===== config.mk =====
export PLATFORM = sky130hd
export DESIGN_NAME = dcache_sram_arbiter
export DESIGN_NICKNAME = d
export VERILOG_FILES = /design/src/rtl/dcache_sram_arbiter.sv
export SDC_FILE = /design/constraint.sdc
export NUM_CORES = 1
export LEC_CHECK = 0
export CORE_AREA = 2 2 266 268
export DETAILED_ROUTE_END_ITERATION = 12
export DIE_AREA = 0 0 268 270
export PLACE_DENSITY = 0.41
export RECOVER_POWER = 50
export SLEW_MARGIN = 15
export SYNTH_ARGS = -nofsm -noshare
export SYNTH_HDL_FRONTEND = slang
export SYNTH_SLANG_ARGS = --single-unit

===== constraint.sdc =====
create_clock -name clk_i -period 8.9 [get_ports clk_i]
set_input_delay 2.225 -clock clk_i [delete_from_list [all_inputs] [get_ports clk_i]]
set_output_delay 2.225 -clock clk_i [all_outputs]
set_load 0.005 [all_outputs]

===== src/rtl/dcache_sram_arbiter.sv =====
// -----------------------------------------------------------------------------
// dcache_sram_arbiter
//
// Shares one set of data-cache tag/data SRAM ways between NR_PORTS requesters
// (load units, store unit, miss handler). At most one port is granted per
// cycle, round-robin from a priority pointer. A granted port may hold its
// priority with lock_i for up to MAX_LOCK consecutive grants, which miss
// handler refills/evictions use. Read grants produce a one-hot rvalid_o strobe
// one cycle later, aligned with the SRAM read data.
//
// Ports:
//   clk_i         clock
//   rst_ni        asynchronous active-low reset
//   req_i         per-port request
//   lock_i        per-port request to keep priority on the next cycle
//   way_i         per-port way enables       (NR_PORTS x NR_WAYS, port 0 in LSBs)
//   addr_i        per-port SRAM address      (NR_PORTS x ADDR_WIDTH)
//   we_i          per-port write enable
//   wdata_i       per-port write data        (NR_PORTS x DATA_WIDTH)
//   be_i          per-port byte enables      (NR_PORTS x DATA_WIDTH/8)
//   gnt_o         one-hot-or-zero grant, same cycle as the request
//   rvalid_o      SRAM read data this cycle belongs to this port
//   sram_req_o    way enables to the SRAM (granted port's way_i, else 0)
//   sram_addr_o   granted port's address, else 0
//   sram_we_o     granted port's write enable, else 0
//   sram_wdata_o  granted port's write data, else 0
//   sram_be_o     granted port's byte enables, else 0
// -----------------------------------------------------------------------------
module dcache_sram_arbiter #(
    parameter int unsigned NR_PORTS   = 3,
    parameter int unsigned NR_WAYS    = 8,
    parameter int unsigned ADDR_WIDTH = 12,
    parameter int unsigned DATA_WIDTH = 128,
    parameter int unsigned MAX_LOCK   = 8
) (
    input  logic                             clk_i,
    input  logic                             rst_ni,
    input  logic [NR_PORTS-1:0]              req_i,
    input  logic [NR_PORTS-1:0]              lock_i,
    input  logic [NR_PORTS*NR_WAYS-1:0]      way_i,
    input  logic [NR_PORTS*ADDR_WIDTH-1:0]   addr_i,
    input  logic [NR_PORTS-1:0]              we_i,
    input  logic [NR_PORTS*DATA_WIDTH-1:0]   wdata_i,
    input  logic [NR_PORTS*DATA_WIDTH/8-1:0] be_i,
    output logic [NR_PORTS-1:0]              gnt_o,
    output logic [NR_PORTS-1:0]              rvalid_o,
    output logic [NR_WAYS-1:0]               sram_req_o,
    output logic [ADDR_WIDTH-1:0]            sram_addr_o,
    output logic                             sram_we_o,
    output logic [DATA_WIDTH-1:0]            sram_wdata_o,
    output logic [DATA_WIDTH/8-1:0]          sram_be_o
);

    localparam int unsigned PTR_W = (NR_PORTS > 1) ? $clog2(NR_PORTS) : 1;
    localparam int unsigned CNT_W = $clog2(MAX_LOCK + 1);
    localparam int unsigned BE_W  = DATA_WIDTH / 8;

    // Architectural state
    logic [PTR_W-1:0]    ptr_q;
    logic [CNT_W-1:0]    lock_cnt_q;
    logic [NR_PORTS-1:0] rvalid_q;

    // Next-state values
    logic [PTR_W-1:0]    ptr_d_s;
    logic [CNT_W-1:0]    lock_cnt_d_s;
    logic [NR_PORTS-1:0] rvalid_d_s;

    // Arbitration results
    logic [PTR_W-1:0]    cand_s;
    logic                win_vld_s;
    logic [PTR_W-1:0]    win_idx_s;
    logic [NR_PORTS-1:0] gnt_s;

    // Muxed SRAM request
    logic [NR_WAYS-1:0]    sram_req_s;
    logic [ADDR_WIDTH-1:0] sram_addr_s;
    logic                  sram_we_s;
    logic [DATA_WIDTH-1:0] sram_wdata_s;
    logic [BE_W-1:0]       sram_be_s;

    // State register: pointer, lock counter and read-valid strobe
    always_ff @(posedge clk_i or negedge rst_ni) begin
        if (!rst_ni) begin
            ptr_q      <= '0;
            lock_cnt_q <= '0;
            rvalid_q   <= '0;
        end else begin
            ptr_q      <= ptr_d_s;
            lock_cnt_q <= lock_cnt_d_s;
            rvalid_q   <= rvalid_d_s;
        end
    end

    // Round-robin search: first requesting port at or after ptr_q, wrapping
    always_comb begin
        win_vld_s = 1'b0;
        win_idx_s = '0;
        cand_s    = '0;
        for (int unsigned i = 0; i < NR_PORTS; i++) begin
            cand_s = PTR_W'((32'(ptr_q) + i) % NR_PORTS);
            if (!win_vld_s && req_i[cand_s]) begin
                win_vld_s = 1'b1;
                win_idx_s = cand_s;
            end else begin
                win_vld_s = win_vld_s;
            end
        end
    end

    // One-hot grant decode of the winning index
    always_comb begin
        gnt_s = '0;
        for (int unsigned k = 0; k < NR_PORTS; k++) begin
            if (win_vld_s && (win_idx_s == PTR_W'(k))) begin
                gnt_s[k] = 1'b1;
            end else begin
                gnt_s[k] = 1'b0;
            end
        end
    end

    // AND-OR payload mux; all-zero when nothing is granted
    always_comb begin
        sram_req_s   = '0;
        sram_addr_s  = '0;
        sram_we_s    = 1'b0;
        sram_wdata_s = '0;
        sram_be_s    = '0;
        for (int unsigned k = 0; k < NR_PORTS; k++) begin
            if (gnt_s[k]) begin
                sram_req_s   = sram_req_s   | way_i[k*NR_WAYS +: NR_WAYS];
                sram_addr_s  = sram_addr_s  | addr_i[k*ADDR_WIDTH +: ADDR_WIDTH];
                sram_we_s    = sram_we_s    | we_i[k];
                sram_wdata_s = sram_wdata_s | wdata_i[k*DATA_WIDTH +: DATA_WIDTH];
                sram_be_s    = sram_be_s    | be_i[k*BE_W +: BE_W];
            end else begin
                sram_req_s   = sram_req_s;
            end
        end
    end

    // Next-state: a locked grant keeps priority until MAX_LOCK grants have
    // been taken in a row; any unlocked grant or idle cycle breaks the lock.
    always_comb begin
        ptr_d_s      = ptr_q;
        lock_cnt_d_s = '0;
        rvalid_d_s   = gnt_s & ~we_i;
        if (win_vld_s) begin
            if (lock_i[win_idx_s] && (lock_cnt_q < CNT_W'(MAX_LOCK - 1))) begin
                ptr_d_s      = win_idx_s;
                lock_cnt_d_s = lock_cnt_q + CNT_W'(1);
            end else begin
                if (win_idx_s == PTR_W'(NR_PORTS - 1)) begin
                    ptr_d_s = '0;
                end else begin
                    ptr_d_s = win_idx_s + PTR_W'(1);
                end
                lock_cnt_d_s = '0;
            end
        end else begin
            ptr_d_s      = ptr_q;
            lock_cnt_d_s = '0;
        end
    end

    // Output drive: grant and SRAM request are same-cycle, rvalid is registered
    always_comb begin
        gnt_o        = gnt_s;
        rvalid_o     = rvalid_q;
        sram_req_o   = sram_req_s;
        sram_addr_o  = sram_addr_s;
        sram_we_o    = sram_we_s;
        sram_wdata_o = sram_wdata_s;
        sram_be_o    = sram_be_s;
    end

endmodule


# == Word-level counts from Yosys, hierarchy flattened ==
# Index checks and enable logic that the tools add are counted.
# classes
bitwise,12
eq_ne,2
mul,0
n_mux,36
reduce_logical,9
n_addsub,4
shifts,0
n_lt_le_gt_ge,5
div_mod_pow,3
# op_table
op,count
two-way mux 128 bit,3
OR 128 bit,2
"modulo 32 x 2 -> 32 bit, second input constant",2
two-way mux 16 bit,3
two-way mux 12 bit,3
"modulo 2 x 2 -> 32 bit, second input constant",1
OR 16 bit,2
two-way mux 8 bit,3
OR 12 bit,2
OR 8 bit,2
two-way mux 1 bit,13
"less-than comparator 2 x 3 -> 1 bit, second input constant",4
two-way mux 2 bit,5
binary-select mux 1 bit (select 2 bit),4
two-way mux 4 bit,2
logical AND 1 bit,6
"adder 4 x 1 -> 4 bit, second input constant",1
"less-than comparator 4 x 3 -> 1 bit, second input constant",1
"adder 2 x 1 -> 3 bit, second input constant",1
"adder 2 x 2 -> 3 bit, second input constant",1
AND 3 bit,1
NOT 3 bit,1
"adder 2 x 1 -> 2 bit, second input constant",1
"equality test 2 x 1 -> 1 bit, second input constant",1
4 further kinds,6
# word_totals
latchBits,0
reg_bits,9
elab_cells,74
output_inout_bits,171
memories,0
romBits,0
ramBits,0
inputBits,503

# == Longest topological paths before layout ==
# Gate-level depths: netlist of the first run.
# logic_depth
ltp_word,18
depth_mapped,12

# == Worst setup path after synthesis of the first run ==
# OpenSTA, ideal clock, no wires.
# synth_timing
path_kind,input port to output port
start,in req_i[1]
end,out sram_addr_o[0]
arrival_ps,3656
cell_stages,9
path_slack_ps,3019
path_cell_list,mux2_1 nand2_1 o221ai_2 o21a_1 buf_2 buf_2 buf_2 a222oi_1 inv_1
# synth_between
elab_chain_len,17
word_cells_on_any_way,30
# synth_rtl
item,line_no,source
start: declaration,38,"input logic [NR_PORTS-1:0] req_i,"
binary-select mux 1 bit (select 2 bit),101,if (!win_vld_s && req_i[cand_s]) begin
two-way mux 1 bit (implied by the code),101,
two-way mux 1 bit,101,
logical NOT 1 bit,101,
logical AND 1 bit,101,
two-way mux 1 bit,101,
logical NOT 1 bit,101,
logical AND 1 bit,101,
two-way mux 2 bit,101,
logical NOT 2 bit,114,if (win_vld_s && (win_idx_s == PTR_W'(k))) begin
logical AND 1 bit,114,
two-way mux 1 bit,114,
two-way mux 12 bit,130,if (gnt_s[k]) begin
OR 12 bit,132,sram_addr_s = sram_addr_s | addr_i[k*ADDR_WIDTH +: ADDR_WIDTH];
two-way mux 12 bit,130,
OR 12 bit,132,
two-way mux 12 bit (*),130,
end: declaration,48,"output logic [ADDR_WIDTH-1:0] sram_addr_o,"
# Every way passes the cells marked *; elsewhere a longest branch is shown, timed or not. The select of a mux whose other input is x is not followed.

# == Worst setup path in the final report of the first run ==
# layout_timing
start,in req_i[2]
end,out sram_wdata_o[63]
# layout_between
elab_chain_len,17
word_cells_on_any_way,30
# layout_rtl
item,line_no,source
binary-select mux 1 bit (select 2 bit),101,
two-way mux 1 bit (implied by the code),101,
two-way mux 1 bit,101,
logical NOT 1 bit,101,
logical AND 1 bit,101,
two-way mux 1 bit,101,
logical NOT 1 bit,101,
logical AND 1 bit,101,
two-way mux 2 bit,101,
logical NOT 2 bit,114,
logical AND 1 bit,114,
two-way mux 1 bit,114,
two-way mux 128 bit,130,
OR 128 bit,134,sram_wdata_s = sram_wdata_s | wdata_i[k*DATA_WIDTH +: DATA_WIDTH];
two-way mux 128 bit,130,
OR 128 bit,134,
two-way mux 128 bit (*),130,
end: declaration,50,"output logic [DATA_WIDTH-1:0] sram_wdata_o,"
# Marked as above.

==> impl_metrics.ini, run 1 <==
[floorplanning]
boundaryPins = 674
die_area_um2 = 72360
die_x_um = 268
start_util = 0.04514
die_h_um = 270
row_count = 97
coreArea_um2 = 69540

[routing]
m1WireLength_um = 13900
dr_wl_met3_um = 3429
via_per_inst = 3.545
vias = 7221
post_drt_wl_per_cell_um = 20.66
drt_iter0_drc = 789
wl_met2_um = 22790
drc_errors = 1
drt_pre_antenna_iters = 13
detail-route-antenna-nets = 0
finalWirelength_um = 42090
top_layer_used = met5

[synthesis]
ys_warn_count = 0
synth_top_area_frac = 0.5261
syn_inst = 453
synthArstFlopShare = 1.000
ys.flop_type = dfrtp_1
seq_area_frac_synth = 0.07174
avgSynthCellArea_um2 = 6.930
netlist_area_um2 = 3139
synth_fp_nets = 960
synth-edff-count = 0
yosys-top-cells-area = a222oi_1 53%, inv_1 20%, dfrtp_1 7.2%, buf_2 6.4%, clkbuf_1 1.9%
yosys.area.top_type = a222oi_1
ys_types = 30
ys_ff_latch = 9

[final_layout]
stdcell_count = 2037
final_nets = 1593
num-fill-cells = 7860
post-route-util = 0.1583
drive_gt1_frac = 0.01198
syn2layout_area_growth_pct = 250.7

[placement]
gp_congestion = 0.9025
post-place-ws_ns = 1.243
post-place-cells = 2021
hpwl_um = 36430
io_buffers = 673

[power]
pwr_density_cell_nw_per_um2 = 290.8
power_mw = 3.201
p_leak_nw = 4.552
ir_worst_vdd_mv = 0.1651

[timing]
period_needed_ns = 8.123
clock.fmax_mhz = 123.1
setup_viol = 0
slew_headroom = 0.4616
final.setup.tns_ns = 0
clock-skew-final_ns = 0.0004675
slew_violations = 0
rsz0062_at_grt = no
finalHoldViolations = 0
period_share = 0.9127
timing.final.ws_setup_ns = 0.7770
worst_pin_slew_ns = 0.8077

[critical_path]
worstSetupPathType = primary input to output port
start_kind = primary input
worstPathArrival_ns = 5.90
path_cells = dlygate4sd3_1 -> nand2_1 -> a21boi_1 -> o221ai_1 -> o21ai_0 -> buf_12 -> a222oi_1 -> inv_1 -> clkdlybuf4s50_1
cpMaxStageDelayCell = a222oi_1
crit_fanout = 106
cp.required_ns = 6.68
endpoint_kind = output port
slowest_delay_ns = 0.88

[job]
cap_violations = 0

[outcome]
outcome = finished with violations
violations = DRC

[global_route]
grt_use_total = 0.1053
grt_pass1_wl_um = 53900
grt_overflow = 0
antenna_found_initial = 40
grt_max_degree = 108
grt_pass1_vias = 7220

[clocking]
hold_buffers = 0
cts_tree = built
cts_num_sinks = 9
clkLatencyLatePin_ns = 0.23
cts_max_level = 1
clockRootBuffer = clkbuf_16
clkTransAtPathRegs_ns = 0.04
cts-resized-gates = 0
clk_path_buf_depth = 2
post_cts_buffers = 0
cts_made_buffers = 3

[min_path]
hp-class = register to register
==> placed cells by master (no fill, tap or decap) <==
cell type        Yosys  routed
clkdlybuf4s50_1      0     599
inv_1              169     169
a222oi_1           165     165
dlygate4sd3_1        0      74
diode_2              0      12
nand2_1              9       9
dfrtp_1              9       9
a21oi_1              8       8
o21ai_0              3       5
buf_4                0       5
nor3_1               4       4
ha_1                 4       4
buf_12               0       4
nor2b_1              3       3
clkbuf_16            0       3
clkbuf_1            16       3
nor2_1               2       2
a22oi_1              2       2
nand2b_1             2       2
nand3_1              2       2
mux2i_1              1       1
a21boi_1             1       1
mux2_1               1       1
o221ai_1             0       1
nor4b_1              1       1
o31ai_1              0       1
o32ai_1              1       1
o211a_1              1       1
a221oi_1             1       1
xnor2_1              1       1
nor4_1               1       1
nor3b_1              1       1
o21a_4               0       1
==> synth_stat cells, types with 2 or more instances <==
cell type	count
a22oi_1	2
nand2b_1	2
nor3_1	4
dfrtp_1	9
inv_1	169
a21oi_1	8
a222oi_1	165
clkbuf_1	16
nand3_1	2
buf_2	40
o21ai_0	3
nand2_1	9
nor2_1	2
nor2b_1	3
ha_1	4
==> final timing paths <==
check / start / to / slack [ns] / cells after the start
worst max-delay path: req_i[2] / sram_wdata_o[63] / 0.78 / 9
worst min-delay path: lock_cnt_q[3] / lock_cnt_q[2] / 0.44 / 1
worst max register to register: ptr_q[1] / lock_cnt_q[2] / 5.86 / 9
worst min register to register: lock_cnt_q[3] / lock_cnt_q[2] / 0.44 / 1
max in group asynchronous: rst_ni / rvalid_o[0] / 6.24 / 1
min in group asynchronous: rst_ni / ptr_q[0] / 2.36 / 1
==> report_power, final <==
| part | switching [mW] | internal [mW] |
|---|---|---|
| registers | 0.00841 | 0.0544 |
| clock network | 0.0203 | 0.0600 |
| logic | 1.43 | 1.63 |
| total | 1.46 | 1.75 |
==> flip-flops by register name, summed over array words and instances, names as in the netlist <==
signal / count
lock_cnt_q: 4
rvalid_o: 3
ptr_q: 2
==> per-layer routing <==
| metal | vias to the layer above | track usage |
|---|---|---|
| met3 | 97 | 0.01851 |
| li1 | 3119 | - |
| met1 | 3386 | 0.1003 |
| met4 | 6 | 0.04602 |
| met2 | 613 | 0.2145 |
| met5 | - | 0 |
==> cells by family (layout without fill, tap and decap cells) <==
logic type	after synthesis	after routing	synth area share
other	0	12	0
buffers and inverters	225	857	0.2850
XOR/XNOR	1	1	0.002790
adder cells (fa/ha/maj)	4	4	0.01594
AND/OR/NAND/NOR	25	25	0.03986
flip-flops	9	9	0.07174
multiplexers	2	2	0.006775
AO/OA/AOI/OAI	187	187	0.5779
==> worst max-delay path: cells and delay by family <==
kind	cells	cell delay (ns)
AOI/OAI and AO/OA	4	1.78
buffers and inverters	4	1.54
and+or+nand+nor	1	0.10
==> cell type report <==
| class | instances | area [µm²] | area share |
|---|---|---|---|
| antenna | 12 | 30.03 | 0.002728 |
| clock buffer | 4 | 78.83 | 0.007160 |
| inverter | 169 | 634.4 | 0.05762 |
| multi-input combinational | 219 | 2003 | 0.1820 |
| sequential | 9 | 225.2 | 0.02046 |
| tap | 940 | 1176 | 0.1068 |
| timing repair buffer | 684 | 6862 | 0.6233 |
==> stage by stage <==
| stage | hold WS (ns) | instance area, µm² |
|---|---|---|
| after floorplan | 0.4084 | 3139 |
| after global placement | 0.4228 | 10940 |
| after detailed placement | 0.4253 | 10940 |
| after CTS | 0.4391 | 11020 |
| after global routing | 0.4640 | 11010 |
| final | 0.4413 | 11010 |
(Power assumes the default switching activity.)
==> run 2: changes to the inputs <==
==> constraint.sdc (replaced) <==
create_clock -name clk_i -period 8.9 [get_ports clk_i]
set_input_delay 1.78 -clock clk_i [delete_from_list [all_inputs] [get_ports clk_i]]
set_output_delay 1.78 -clock clk_i [all_outputs]
set_load 0.005 [all_outputs]
==> impl_metrics.ini, run 2 (synthesis gave the netlist of run 1 again) <==
[final_layout]
top_register = lock_cnt_q
layout_commonest_cell = clkdlybuf4s50_1
seq_area_um2 = 225.2
largest_reg_flops = 4
multiInputGateArea_um2 = 1996
final_cell_mix = 598 x clkdlybuf4s50_1, 169 x inv_1, 165 x a222oi_1
final_nets = 1587
syn2layout_area_growth_pct = 248.6
drive_gt1_frac = 0.007414
num-fill-cells = 7884

[clocking]
cts_made_buffers = 3
clkLatencyLatePin_ns = 0.23
cts_max_level = 1
cts_num_sinks = 9
post_cts_buffers = 0
hold_buffers = 0
clkTransAtPathRegs_ns = 0.04
clockRootBuffer = clkbuf_16
cts-resized-gates = 0
clk_path_buf_depth = 2
cts_tree = built

[timing]
hold_slack_ns = 0.4540
slew_headroom = 0.005605
final.setup.tns_ns = 0
setup_viol = 0
finalHoldViolations = 0
period_needed_ns = 7.455
clock-skew-final_ns = 0.001100
rsz0062_at_grt = no
period_share = 0.8376
worst_pin_slew_ns = 1.492
clock.fmax_mhz = 134.1
slew_violations = 0

[global_route]
grt_max_degree = 171
grt_pass1_vias = 7283
grt_pass1_wl_um = 54270
grt_use_total = 0.1061
grt_overflow = 0
antenna_found_initial = 40

[routing]
drc_errors = 0
via_per_inst = 3.503
vias = 7108
finalWirelength_um = 41970
post_drt_wl_per_cell_um = 20.68
drt_pre_antenna_iters = 10
detail-route-antenna-nets = 0
drt_iter0_drc = 752

[critical_path]
cpMaxStageDelayCell = clkbuf_2
worstReg2RegEnd = lock_cnt_q[2]
cp_num_buf_inv = 4
slowest_delay_ns = 1.13
start_kind = primary input
path_cells = dlygate4sd3_1 -> mux2_1 -> nand2_1 -> o221ai_1 -> o21ai_0 -> clkbuf_2 -> a222oi_1 -> inv_1 -> clkdlybuf4s50_1
endpoint_kind = output port
r2r_cells = 9
crit_fanout = 66
worstPathArrival_ns = 5.67
worstSetupPathType = primary input to output port
cp.required_ns = 7.12
crit_family = buffers and inverters
r2r-start = ptr_q[1]
ff2ff_setup_slack_ns = 5.85

[power]
intPower_mw = 1.712
ir_worst_vdd_mv = 0.2516
p_seq_frac = 0.020
pwr_density_cell_nw_per_um2 = 285.2
p_comb_frac = 0.954
switching_share = 0.4514
switching_power_mw = 1.409
p_leak_nw = 4.525
pwr-share-clk = 0.026
power_mw = 3.121

[floorplanning]
die_h_um = 270
start_util = 0.04514
die_area_um2 = 72360
boundaryPins = 674
coreArea_um2 = 69540
row_count = 97
die_x_um = 268

[outcome]
outcome = finished, final reports clean

[min_path]
hold_path_depth = 1
min_from = lock_cnt_q[3]
hp-class = register to register
min_to = lock_cnt_q[2]

[placement]
io_buffers = 673
gp_congestion = 0.8800
hpwl_um = 35970

[job]
cap_violations = 0
==> run 2: changes by cell type in the layout (fill, tap and decap cells not counted), sizes merged <==
cell	change
buf	-5
clkbuf	-1
diode	-2
dlygate4sd3	+1
clkdlybuf4s50	-1
==> run 2: per-layer routing <==
| layer | share of wire | global-route usage | vias up |
|---|---|---|---|
| li1 | - | - | 3104 |
| met1 | 0.33 | 0.1018 | 3331 |
| met2 | 0.56 | 0.2216 | 587 |
| met3 | 0.076 | 0.01668 | 82 |
| met4 | 0.038 | 0.03558 | 4 |
| met5 | 0.00048 | 0 | - |
==> run 2: final cells by class <==
| class | count | area share |
|---|---|---|
| timing repair buffer | 678 | 0.6222 |
| antenna | 10 | 0.002287 |
| sequential | 9 | 0.02058 |
| multi-input combinational | 219 | 0.1823 |
| inverter | 169 | 0.05796 |
| clock buffer | 4 | 0.007202 |
| tap | 940 | 0.1075 |
==> run 2: stage by stage <==
stage	utilization	instances	instance area [µm²]	worst slack (ns)
6_report	0.1574	2029	10940	1.445
5_1_grt	0.1573	2028	10940	1.222
4_1_cts	0.1576	2019	10960	2.238
3_5_place_dp	0.1565	2015	10880	2.240
2_1_floorplan	-	453	3139	3.909
3_3_place_gp	0.1565	2015	10880	2.265
==> run 2: worst max-delay path by stage <==
stage	startpoint	slack (ns)	depth (start not counted)	to
CTS	req_i[1]	2.24	9	sram_wdata_o[63]
global route	req_i[1]	1.22	9	sram_req_o[6]
finish	req_i[1]	1.45	9	sram_wdata_o[14]
global placement	req_i[1]	2.26	9	sram_wdata_o[63]
floorplan	req_i[1]	3.91	9	sram_addr_o[0]
detailed placement	req_i[1]	2.24	9	sram_wdata_o[63]
==> run 2: power groups by stage <==
stage / registers (mW) / logic, mW / clock network [mW]
finish: 0.0625 / 2.98 / 0.0799
global placement: 0.0626 / 3.14 / 0
floorplan: 0.0619 / 1.29 / 0
CTS: 0.0629 / 3.13 / 0.0813
detailed placement: 0.0630 / 3.12 / 0
global route: 0.0642 / 3.23 / 0.0843
